===== src/rtl/serial_adder_seq.sv =====
// serial_adder_seq: bit-serial WIDTH-bit adder, one bit per clock, LSB first.
// Operands are latched on the accepting edge; sum/carry_out are registered
// and change only on completion (done pulse) or reset.
module serial_adder_seq #(
    parameter int WIDTH = 8
) (
    input  logic             clk,
    input  logic             rst,
    input  logic             start,
    input  logic [WIDTH-1:0] a,
    input  logic [WIDTH-1:0] b,
    output logic             busy,
    output logic             done,
    output logic [WIDTH-1:0] sum,
    output logic             carry_out
);

    // Counter needs at least one bit even when WIDTH=1.
    localparam int CW = (WIDTH > 1) ? $clog2(WIDTH) : 1;

    typedef enum logic {IDLE, SHIFT} state_t;

    state_t           state_q;
    logic [WIDTH-1:0] sa_q, sb_q, r_q, sum_q;
    logic             c_q, busy_q, done_q, carry_q;
    logic [CW-1:0]    cnt_q;

    logic [WIDTH-1:0] sa_d, sb_d, r_d;
    logic             c_d, bit_s, last_s;
    logic [CW-1:0]    cnt_d;

    // One half-adder pair per bit: sum bit, next carry, and the shifted state.
    always_comb begin
        bit_s          = sa_q[0] ^ sb_q[0] ^ c_q;
        c_d            = (sa_q[0] & sb_q[0]) | (c_q & (sa_q[0] ^ sb_q[0]));
        sa_d           = sa_q >> 1;
        sb_d           = sb_q >> 1;
        r_d            = r_q >> 1;
        r_d[WIDTH-1]   = bit_s;
        cnt_d          = cnt_q + CW'(1);
        last_s         = (cnt_q == CW'(WIDTH - 1));
    end

    // Control FSM and datapath registers; all outputs come straight from flops.
    always_ff @(posedge clk) begin
        if (rst) begin
            state_q <= IDLE;
            sa_q    <= '0;
            sb_q    <= '0;
            r_q     <= '0;
            c_q     <= 1'b0;
            cnt_q   <= '0;
            busy_q  <= 1'b0;
            done_q  <= 1'b0;
            sum_q   <= '0;
            carry_q <= 1'b0;
        end else begin
            done_q <= 1'b0;
            case (state_q)
                IDLE: begin
                    if (start) begin
                        sa_q    <= a;
                        sb_q    <= b;
                        r_q     <= '0;
                        c_q     <= 1'b0;
                        cnt_q   <= '0;
                        busy_q  <= 1'b1;
                        state_q <= SHIFT;
                    end
                end
                SHIFT: begin
                    sa_q  <= sa_d;
                    sb_q  <= sb_d;
                    r_q   <= r_d;
                    c_q   <= c_d;
                    cnt_q <= cnt_d;
                    if (last_s) begin
                        // Publish the result including the bit processed this edge.
                        sum_q   <= r_d;
                        carry_q <= c_d;
                        done_q  <= 1'b1;
                        busy_q  <= 1'b0;
                        state_q <= IDLE;
                    end
                end
                default: state_q <= IDLE;
            endcase
        end
    end

    assign busy      = busy_q;
    assign done      = done_q;
    assign sum       = sum_q;
    assign carry_out = carry_q;

endmodule

===== config.mk =====
export PLATFORM = sky130hd
export DESIGN_NAME = serial_adder_seq
export DESIGN_NICKNAME = d
export VERILOG_FILES = /design/src/rtl/serial_adder_seq.sv
export SDC_FILE = /design/constraint.sdc
export NUM_CORES = 1
export LEC_CHECK = 0
export CAP_MARGIN = 20
export CORE_MARGIN = 3
export CORE_UTILIZATION = 25
export DETAILED_ROUTE_END_ITERATION = 16
export GPL_TIMING_DRIVEN = 1
export PLACE_DENSITY_LB_ADDON = 0.25
export SETUP_SLACK_MARGIN = 0.1
export SKIP_CTS_REPAIR_TIMING = 1
export SLEW_MARGIN = 0
export SYNTH_ARGS = -nofsm -noshare
export SYNTH_HDL_FRONTEND = slang
export SYNTH_SLANG_ARGS = --single-unit

===== constraint.sdc =====
create_clock -name clk -period 1.3 [get_ports clk]
set_input_delay 0.13 -clock clk [delete_from_list [all_inputs] [get_ports clk]]
set_output_delay 0.13 -clock clk [all_outputs]
set_load 0.01 [all_outputs]

==> out/qor.txt <==
Starting Density - 0.263
Io pins - 30
Total core area - 6490 um2
Worst Setup SP - cnt_q[0]
FMAX - 818 MHz
Final worst path period share - 0.941
Synth Register Bits - 39
Worst Path Arrival - 1.44 ns
CTS tree - done
Ant diodes - 0
Reg2reg path depth - 5
Worst IR Drop VDD - 0.450 mV
Worst Hold Launch - r_q[2]
Post-Syn Area - 1710 um2
Placed Cells incl. Taps - 269
CP Capture Type - flip-flop
Share of cells above drive strength 1 - 0.240
Total gr overflow - 0
Hold Crit Endpoint - r_q[1]
Gpl congestion - 0.620
Hold Crit Depth - 2
First DRT Iteration DRCs - 65
Die Footprint - 7850 um2
H-tree levels - 2
Row count - 29
Synth area leaders - dfxtp_1 (46%), mux2i_1 (9.4%), a211oi_1 (6.6%)
Area Growth Syn to Fin - 42.4%
Share of the synthesized area in the top cell type - 0.458
Detailed-route via count - 1321
Initial antenna violation count - 0
Fin cells - 281
Status - completed
Dpl ws - -0.0424 ns
Cell count after synthesis - 173
Max-Cap Viols - 0
Synth warnings - 0
RSZ-0062 raised after global routing - yes
Final-report hold violation count - 0
Setup CP Type - reg2reg
Synth Area in Compound Gates - 0.186
Die Ht - 88.6 um
GRT Util Overall - 0.0990
Asr flop ratio synth - 0
Final Max Tran Viols - 0
Clock transition at path regs - 0.07 ns
Die width - 88.6 um
Cts bufs inserted - 5
WL/cell - 14.1 um
Crit-path max FO - 5
NumNets Final - 226
Lkg Pwr - 0.00105 uW
Drc violations - 0
Proportion of synthesized area in mux cells - 0.0939
Synth Area in XOR/XNOR - 0
Final min period - 1.22 ns
Power Density - 986 nW/um2
Critical path required time - 1.52 ns
Mean area per synthesized cell - 9.86 um2
Post-Route WL - 3970 um
Worst Tran Pin Value - 0.230 ns
I/O Buffers - 29
FF-to-FF setup slack - 0.08 ns
Startpoint types - flip-flop
Synthesized Nets - 196
Final WS setup - 0.0770 ns
RR Startpoint - cnt_q[0]
Hold/Removal Path Class - reg2reg
Simple-Gate Fraction of Synth Area - 0.176
Adder-cell share of the synthesized area - 0.0337
First-pass GRT wire length - 5980 um
Synth area leader - dfxtp_1
Total clock sinks - 39
Sequential cell area fraction in the yosys report - 0.458
Routed Antenna Nets - 0
Final setup fails - 0
Post-synth EDFFs - 0
DR vias/cell - 4.70
TritonRoute pass-1 iters - 4
Vias in the first global route - 1246
Largest family of logic cells by synthesized area - compound AO/OA/AOI/OAI gates
Yosys cell types - 20
Placed wire-length estimate - 2170 um
Clk_lat worst skew - 0.28 ns
Skew final - 0.00651 ns
Clock Tree Buf Depth - 2
Root buf cell - clkbuf_8
FF-to-FF End - sum[5]
Post-synth top flop - dfxtp_1
Largest net degree at the start of global routing - 41
Rel. slew slack - 0.847
==> report_power, final <==
part           total [uW]  switching (uW)  internal, uW
Combinational         328             158           170
Sequential           1280            33.5          1250
Clock                 786             409           377
==> flip-flops by register name, summed over array words and instances (netlist names), 3 cells and up <==
register / count
cnt_q: 3
r_q: 7
sa_q: 8
sb_q: 8
sum: 8
==> layout by cell type (no fill, tap or decap) <==
master and count:
a211oi_1 8, a211oi_2 7, a21bo_2 5, a21bo_4 5, a21oi_1 13, a21oi_2 8
buf_12 4, buf_4 2, clkbuf_1 2, clkbuf_16 3, clkbuf_8 5, clkdlybuf4s50_1 18
clkinv_2 1, clkinvlp_4 2, dfxtp_1 35, dfxtp_2 4, dlymetal6s2s_1 11, fa_1 1
ha_1 1, ha_4 2, mux2i_1 16, nand2_1 11, nand2b_1 2, nand3_1 8
nand3_2 1, nor2_1 2, nor2b_1 14, nor3_1 2, or3b_1 11
==> cell usage after synthesis, types with 2 or more instances <==
| master | count |
|---|---|
| or3b_1 | 11 |
| nor2_1 | 2 |
| clkbuf_1 | 3 |
| a211oi_1 | 15 |
| ha_1 | 3 |
| nand2b_1 | 2 |
| dfxtp_1 | 39 |
| buf_2 | 8 |
| nand3_1 | 9 |
| mux2i_1 | 16 |
| nor2b_1 | 14 |
| a21bo_2 | 10 |
| nor3_1 | 2 |
| a21oi_1 | 21 |
| buf_1 | 2 |
| nand2_1 | 11 |
| buf_4 | 2 |
==> worst max path at each step <==
| stage | to | depth (start not counted) | slack [ns] |
|---|---|---|---|
| 6_report | sum[5] | 5 | 0.08 |
| 5_1_grt | sum[6] | 5 | 0.03 |
| 4_1_cts | carry_out | 1 | -0.02 |
| 3_5_place_dp | r_q[1] | 4 | -0.04 |
| 3_3_place_gp | r_q[2] | 4 | -0.03 |
| 2_1_floorplan | state_q | 5 | 0.11 |
==> area by class of cell <==
class                           instances  area [um2]
Timing Repair inverter                  1        7.51
Clock buffer                            7        76.3
Sequential cell                        39         786
Timing Repair Buffer                   38         488
Tap cell                               77        96.3
Clock inverter                          1        5.00
Inverter                                1        7.51
Fill cell                             672        4070
Multi-Input combinational cell        117         962
==> critical path, cell delays in order, from the launching register on <==
cell and delay [ns]:
dfxtp_2 0.34, ha_4 0.17, ha_4 0.18, clkbuf_16 0.16, a21bo_2 0.21, a21oi_2 0.10
==> per-layer routing <==
layer	global-route usage	vias up	share of wire
met3	0.0307	2	0.039
li1	-	674	-
met5	0	-	0
met4	0.0371	0	0.0058
met2	0.148	20	0.44
met1	0.134	625	0.51
==> through the flow <==
stage                     area, um2   util  TNS (ns)  hold WS, ns  power [uW]
after floorplan                1720      -         0        0.325        1470
after global placement         2100  0.324    -0.195        0.455        1590
after detailed placement       2100  0.324    -0.353        0.453        1590
after CTS                      2190  0.337   -0.0191        0.467        2390
after global routing           2430  0.374         0        0.484        2520
final                          2430  0.374         0        0.467        2400
==> cells by family (layout without fill, tap and decap cells) <==
| family | after synthesis | after routing |
|---|---|---|
| flops | 39 | 39 |
| mux | 16 | 16 |
| simple gates | 51 | 51 |
| compound gates | 46 | 46 |
| fa+ha+maj | 4 | 4 |
| buf+inv | 17 | 48 |
Note: power is estimated with default switching activity, not from simulation.
